### src/rtl/uart_pkg.sv
// Shared state encoding, parity_mode encodings and parameter limits for the UART transmitter.
package uart_pkg;

    typedef enum logic [2:0] {
        StIdle,
        StLoad,
        StStart,
        StData,
        StParity,
        StStop
    } uart_state_e;

    localparam logic [1:0] PAR_NONE = 2'b00;
    localparam logic [1:0] PAR_EVEN = 2'b01;
    localparam logic [1:0] PAR_ODD  = 2'b10;

    localparam int unsigned DATA_BITS_MIN = 5;
    localparam int unsigned DATA_BITS_MAX = 9;
    localparam int unsigned STOP_BITS_MIN = 1;
    localparam int unsigned STOP_BITS_MAX = 2;

endpackage

### src/rtl/uart_parity_calc.sv
// Parity bit for a latched UART word; par_en is low for the two "none" encodings.
module uart_parity_calc
    import uart_pkg::*;
#(
    parameter int unsigned DATA_BITS = 8
) (
    input  logic [DATA_BITS-1:0] data,
    input  logic [1:0]           mode,
    output logic                 par_en,
    output logic                 par_bit
);

    assign par_en  = (mode == PAR_EVEN) || (mode == PAR_ODD);
    assign par_bit = (^data) ^ (mode == PAR_ODD);

endmodule

### src/rtl/uart_tx_param.sv
// UART transmitter: start bit, DATA_BITS data bits LSB first, optional parity, STOP_BITS stop bits.
// Define UART_TX_PARITY_EN to honour parity_mode; without it frames never carry a parity bit.
module uart_tx_param
    import uart_pkg::*;
#(
    parameter int unsigned DATA_BITS = 8,
    parameter int unsigned STOP_BITS = 1
) (
    input  logic                 clk,
    input  logic                 rst_n,
    input  logic                 baud_tick,
    input  logic                 tx_valid,
    input  logic [DATA_BITS-1:0] tx_data,
    input  logic [1:0]           parity_mode,
    output logic                 tx_ready,
    output logic                 tx,
    output logic                 tx_busy,
    output logic                 tx_done
);

    localparam int unsigned CntW = $clog2(DATA_BITS + 1);

    if ((DATA_BITS < DATA_BITS_MIN) || (DATA_BITS > DATA_BITS_MAX)) begin : g_bad_data_bits
        $error("uart_tx_param: DATA_BITS out of range");
    end
    if ((STOP_BITS < STOP_BITS_MIN) || (STOP_BITS > STOP_BITS_MAX)) begin : g_bad_stop_bits
        $error("uart_tx_param: STOP_BITS out of range");
    end

    uart_state_e          state_q, state_d;
    logic                 tx_q, tx_d;
    logic                 done_q, done_d;
    logic [CntW-1:0]      bit_cnt_q, bit_cnt_d;
    logic                 stop_cnt_q, stop_cnt_d;
    logic [DATA_BITS-1:0] shift_q, shift_d;

`ifdef UART_TX_PARITY_EN
    // Unshifted copy of the word so parity is computed from the whole frame payload.
    logic [DATA_BITS-1:0] data_q, data_d;
    logic [1:0]           mode_q, mode_d;
    logic                 par_en, par_bit;

    uart_parity_calc #(
        .DATA_BITS(DATA_BITS)
    ) u_parity (
        .data   (data_q),
        .mode   (mode_q),
        .par_en (par_en),
        .par_bit(par_bit)
    );
`else
    logic unused_parity_mode;
    assign unused_parity_mode = ^parity_mode;
`endif

    always_comb begin
        state_d    = state_q;
        tx_d       = tx_q;
        done_d     = 1'b0;
        bit_cnt_d  = bit_cnt_q;
        stop_cnt_d = stop_cnt_q;
        shift_d    = shift_q;
`ifdef UART_TX_PARITY_EN
        data_d     = data_q;
        mode_d     = mode_q;
`endif
        unique case (state_q)
            StIdle: begin
                if (tx_valid) begin
                    state_d = StLoad;
                    shift_d = tx_data;
`ifdef UART_TX_PARITY_EN
                    data_d  = tx_data;
                    mode_d  = parity_mode;
`endif
                end
            end
            StLoad: begin
                if (baud_tick) begin
                    tx_d    = 1'b0;
                    state_d = StStart;
                end
            end
            StStart: begin
                if (baud_tick) begin
                    tx_d      = shift_q[0];
                    shift_d   = shift_q >> 1;
                    bit_cnt_d = CntW'(1);
                    state_d   = StData;
                end
            end
            StData: begin
                if (baud_tick) begin
                    if (bit_cnt_q == CntW'(DATA_BITS)) begin
                        bit_cnt_d = '0;
`ifdef UART_TX_PARITY_EN
                        if (par_en) begin
                            tx_d    = par_bit;
                            state_d = StParity;
                        end else begin
                            tx_d       = 1'b1;
                            stop_cnt_d = 1'b0;
                            state_d    = StStop;
                        end
`else
                        tx_d       = 1'b1;
                        stop_cnt_d = 1'b0;
                        state_d    = StStop;
`endif
                    end else begin
                        tx_d      = shift_q[0];
                        shift_d   = shift_q >> 1;
                        bit_cnt_d = bit_cnt_q + CntW'(1);
                    end
                end
            end
`ifdef UART_TX_PARITY_EN
            StParity: begin
                if (baud_tick) begin
                    tx_d       = 1'b1;
                    stop_cnt_d = 1'b0;
                    state_d    = StStop;
                end
            end
`endif
            StStop: begin
                if (baud_tick) begin
                    if (stop_cnt_q == 1'(STOP_BITS - 1)) begin
                        done_d  = 1'b1;
                        state_d = StIdle;
                    end else begin
                        stop_cnt_d = stop_cnt_q + 1'b1;
                    end
                end
            end
            default: begin
                tx_d    = 1'b1;
                state_d = StIdle;
            end
        endcase
    end

    always_ff @(posedge clk or negedge rst_n) begin
        if (!rst_n) begin
            state_q    <= StIdle;
            tx_q       <= 1'b1;
            done_q     <= 1'b0;
            bit_cnt_q  <= '0;
            stop_cnt_q <= 1'b0;
            shift_q    <= '0;
`ifdef UART_TX_PARITY_EN
            data_q     <= '0;
            mode_q     <= PAR_NONE;
`endif
        end else begin
            state_q    <= state_d;
            tx_q       <= tx_d;
            done_q     <= done_d;
            bit_cnt_q  <= bit_cnt_d;
            stop_cnt_q <= stop_cnt_d;
            shift_q    <= shift_d;
`ifdef UART_TX_PARITY_EN
            data_q     <= data_d;
            mode_q     <= mode_d;
`endif
        end
    end

    assign tx_ready = (state_q == StIdle);
    assign tx_busy  = ~tx_ready;
    assign tx       = tx_q;
    assign tx_done  = done_q;

endmodule

### config.mk
export PLATFORM = sky130hd
export DESIGN_NAME = uart_tx_param
export DESIGN_NICKNAME = d
export VERILOG_FILES = /design/src/rtl/uart_pkg.sv /design/src/rtl/uart_parity_calc.sv /design/src/rtl/uart_tx_param.sv
export SDC_FILE = /design/constraint.sdc
export NUM_CORES = 1
export LEC_CHECK = 0
export ABC_AREA = 1
export CAP_MARGIN = 20
export CORE_MARGIN = 5
export CORE_UTILIZATION = 36
export CTS_CLUSTER_DIAMETER = 200
export DETAILED_ROUTE_END_ITERATION = 8
export GPL_ROUTABILITY_DRIVEN = 0
export PLACE_DENSITY_LB_ADDON = 0.15
export SLEW_MARGIN = 10
export SYNTH_ARGS = -nofsm -noshare
export SYNTH_HDL_FRONTEND = slang
export SYNTH_SLANG_ARGS = --single-unit
### constraint.sdc
create_clock -name clk -period 1.8 [get_ports clk]
set_clock_uncertainty 0.1 [all_clocks]
set_input_delay 0.36 -clock clk [delete_from_list [all_inputs] [get_ports clk]]
set_output_delay 0.36 -clock clk [all_outputs]
set_load 0.03 [all_outputs]
# == Word-level counts from Yosys, hierarchy flattened ==
# Index checks and enable logic that the tools add are counted.
# totals
input_bits,14
word_cells,63
out_inout_bits,4
reg_bits,18
# classes
n_addsub,2
n_reduce_logical,10
bitwise,2
n_eq_ne,13
mux,30
# op_table
op,count
2-to-1 mux 8 bit,4
case mux 8 bit (3 select lines),1
2-to-1 mux 3 bit,7
!= test 2 bit (second input constant),8
case mux 3 bit (5 select lines),1
2-to-1 mux 4 bit,3
2-to-1 mux 1 bit,11
case mux 4 bit (2 select lines),1
AND reduction 4 bit,2
AND reduction 7 bit,1
equality test 3 x 2 -> 1 bit (second input constant),2
AND reduction 5 bit,1
adder 4 x 1 -> 4 bit (second input constant),1
equality test 4 bit (second input constant),1
case mux 1 bit (4 select lines),1
nonzero test 2 bit,2
equality test 3 x 1 -> 1 bit (second input constant),1
equality test 3 bit (second input constant),1
zero test 3 bit,1
AND reduction 3 bit,1
nonzero test 3 bit,1
inverter 1 bit,2
case mux 1 bit (2 select lines),1
OR reduction 2 bit,1
adder 1 bit (second input constant),1

# == Logic depth before layout (Yosys ltp) ==
# logic_depth
depth_word,4
ltp_mapped,9

# == Worst setup path before layout ==
# OpenSTA, ideal clock, no wires.
# synth_path
path_kind,flip-flop to output port
start,reg state_q[1]
end,out tx_ready
n_path_buf,1
t_arrival_ns,1.180
setup_slack_ns,0.160
path_stages_with_launch,5
path_cell_list,dfrtp_1 -> buf_6 -> nor2_2 -> nand2_1 -> inv_1
# synth_between
elab_chain_cells,1
# synth_rtl
element,line_no,text
"start, declared",uart_tx_param.sv:30,"uart_state_e state_q, state_d;"
"start signal, assigned",uart_tx_param.sv:145,state_q <= StIdle;
"start signal, assigned",uart_tx_param.sv:156,state_q <= state_d;
zero test 3 bit,uart_tx_param.sv:169,assign tx_ready = (state_q == StIdle);
"end, declared",uart_tx_param.sv:15,"output logic tx_ready,"
# Every way passes these cells.

# == Worst setup path after layout ==
# layout_path
start,reg state_q[0]
end,out tx_ready
# Same word-level chain as after synthesis.

==> run metrics <==
die area 4120 sq um; CP Data Required Time 1340 ps; fin nets 178; DR WL/cell 12.0 um; beginning of the critical path state_q[0]$_DFFE_PN0P_; die extent in x 64.2 um; total gr overflow 0; CP Class flip-flop to primary output; outcome complete, no violations; CTS Root Cell clkbuf_4; ys async rst share 100%; Power Total 2110 uW; Hold Buf Count CTS 0; DIE HEIGHT 64.2 um; Power Density 1580 nW/um^2; CP endpoint tx_ready; sequential cell area fraction in the yosys report 40.4%; Max FO, Critical Path 6; Slew Limit Fails 0; hold crit path type input port to async pin; met1 WL 1100 um; Syn Inst Count 134; FMAX 0.588 GHz; Vias 908; layout cells sized above 1 22.4%; synth warn 0; initial core utilization 38.0%; top_reg_cell synth dfrtp_1; clock tree buffer depth 2; share of the synthesized area in the top cell type 37.9%; Placed Area 1260 sq um; most frequent cell after synthesis nand2_1; fin crit share 94.5%; Remaining DRCs 0; Arrival @ worst endpoint 1240 ps; distinct cell type count after synthesis 26; Hold Worst Slack 202 ps; Initial DRT Pass Iterations 4; Worst R2R Path Depth 8; post-route cell area 1340 sq um; final WL 2300 um; FF-to-FF Start state_q[1]$_DFFE_PN0P_; IO Count 18; Mapped Area 1060 sq um; Seq cells post-synth 17; via-per-instance ratio 4.73; Clock Sink Count 17; Layout area overhead 26.3%; worst IR drop on VDD 1.01 mV; H-tree depth 1; largest area contributor in the netlist dfrtp_1; IO buf count 15; Top Layer Used met4; Reg2Reg Setup Slack 240 ps; met2 WL 1050 um; diode count 0; initial drt markers 27; Post-synth EDFFs 0; total CTS buffers 3; Avg Inst Size Synth 7.89 sq um; largest net degree at the start of global routing 12; clk slew on worst S/H paths 110 ps; Pleak 0.000691 uW; FP Rows 19; setup slack after layout 98.3 ps; met3 routed WL 112 um; core area 2780 sq um; initial antenna violation count 0; TritonCTS clock tree built; GRT Util Overall 12.7%; dpl ws 51.8 ps; Antenna Nets Post-Route 0; Slew HR 78.3%; worst-margin pin slew 325 ps; Clk Latency, worst-skew pair 300 ps; ranking of synthesized cells by area dfrtp_1 (38%), nand2_1 (18%), nand3_1 (6.2%); Crit. End Element primary output; worst reg2reg endpoint shift_q[7]$_DFFE_PN0P_; Post-Syn Nets 150; final count of hold timing violations 0; HPWL Detailed 1710 um; minimum clock period 1700 ps; MaxCap Viol Count 0; vias in the first global route 911; top cells by count, synth nand2_1 (52), dfrtp_1 (16), nand3_1 (13), inv_1 (9), nor2_1 (9); first-pass GRT wire length 4240 um; # setup viols final 0; CP startpoint kind flip-flop; Fin Setup TNS 0 ps
[sequential cells by signal, indices dropped and copies added, names as in the netlist]
register / flops
tx_done: 1
bit_cnt_q: 4
state_q: 3
shift_q: 8
tx: 1
[final cells by class]
class                           count  area, sq um
Clock buffer                        3         22.5
Clock inverter                      1         5.00
Fill cell                         300         1450
Inverter                           11         46.3
Multi-Input combinational cell    104          567
Sequential cell                    17          430
Tap cell                           31         38.8
Timing Repair Buffer               25          225
[cells in the final DEF (no fill, tap or decap), drive strengths merged]
cell	netlist	final
clkdlybuf4s50	0	11
nor2	15	15
dlymetal6s2s	0	1
dlygate4sd2	0	1
a31oi	1	1
clkinv	0	1
dfrtp	16	16
dfstp	1	1
nor3b	1	1
xor2	1	1
nand2	56	56
nand3	15	15
o21ai	8	8
mux2i	1	1
a22oi	1	1
inv	11	11
a21oi	2	2
o21bai	1	1
clkbuf	0	3
buf	2	12
ha	2	2
[cell families after synthesis]
family / Yosys count / synth area share, %
simple gates: 87 / 40.8
flops: 17 / 40.4
compound gates: 13 / 8.17
buf+inv: 13 / 6.51
fa+ha+maj: 2 / 2.37
xor+xnor: 1 / 0.829
mux: 1 / 0.947
[how the worst min path moves through the flow]
stage,startpoint,endpoint,slack (ps)
finish,rst_n,shift_q[1]$_DFFE_PN0P_,200
global route,rst_n,shift_q[1]$_DFFE_PN0P_,200
CTS,rst_n,shift_q[1]$_DFFE_PN0P_,200
detailed placement,shift_q[0]$_DFFE_PN0P_,shift_q[0]$_DFFE_PN0P_,360
global placement,shift_q[7]$_DFFE_PN0P_,shift_q[7]$_DFFE_PN0P_,360
floorplan,rst_n,bit_cnt_q[0]$_DFFE_PN0P_,-40
[through the flow]
stage / util, % / instances
floorplan: - / 134
global placement: 45.4 / 184
detailed placement: 45.4 / 184
CTS: 46.6 / 188
global route: 48.0 / 192
finish: 48.0 / 192
[timing repair]
action	CTS	global route
pin swaps	0	1
buffers inserted	0	4
hold endpoints to repair	0	0
gates resized for setup	4	3
endpoints found under the setup margin	3	2
[critical path: stages, from the launching register on]
cell,delay (ps)
dfrtp_2,470
nor2_4,160
nand2_1,80
inv_1,100
buf_6,140
[where the power goes]
| part | switching (uW) | total (uW) | internal (uW) |
|---|---|---|---|
| Sequential | 128 | 679 | 551 |
| Combinational | 718 | 1220 | 501 |
| Clock | 132 | 215 | 82.8 |
[per-layer routing]
layer	vias to the layer above	GRT usage [%]
met1	404	16.9
li1	478	-
met3	5	2.98
met5	-	0
met4	0	5.34
met2	21	19.7
Note: power is estimated with default switching activity, not from simulation.
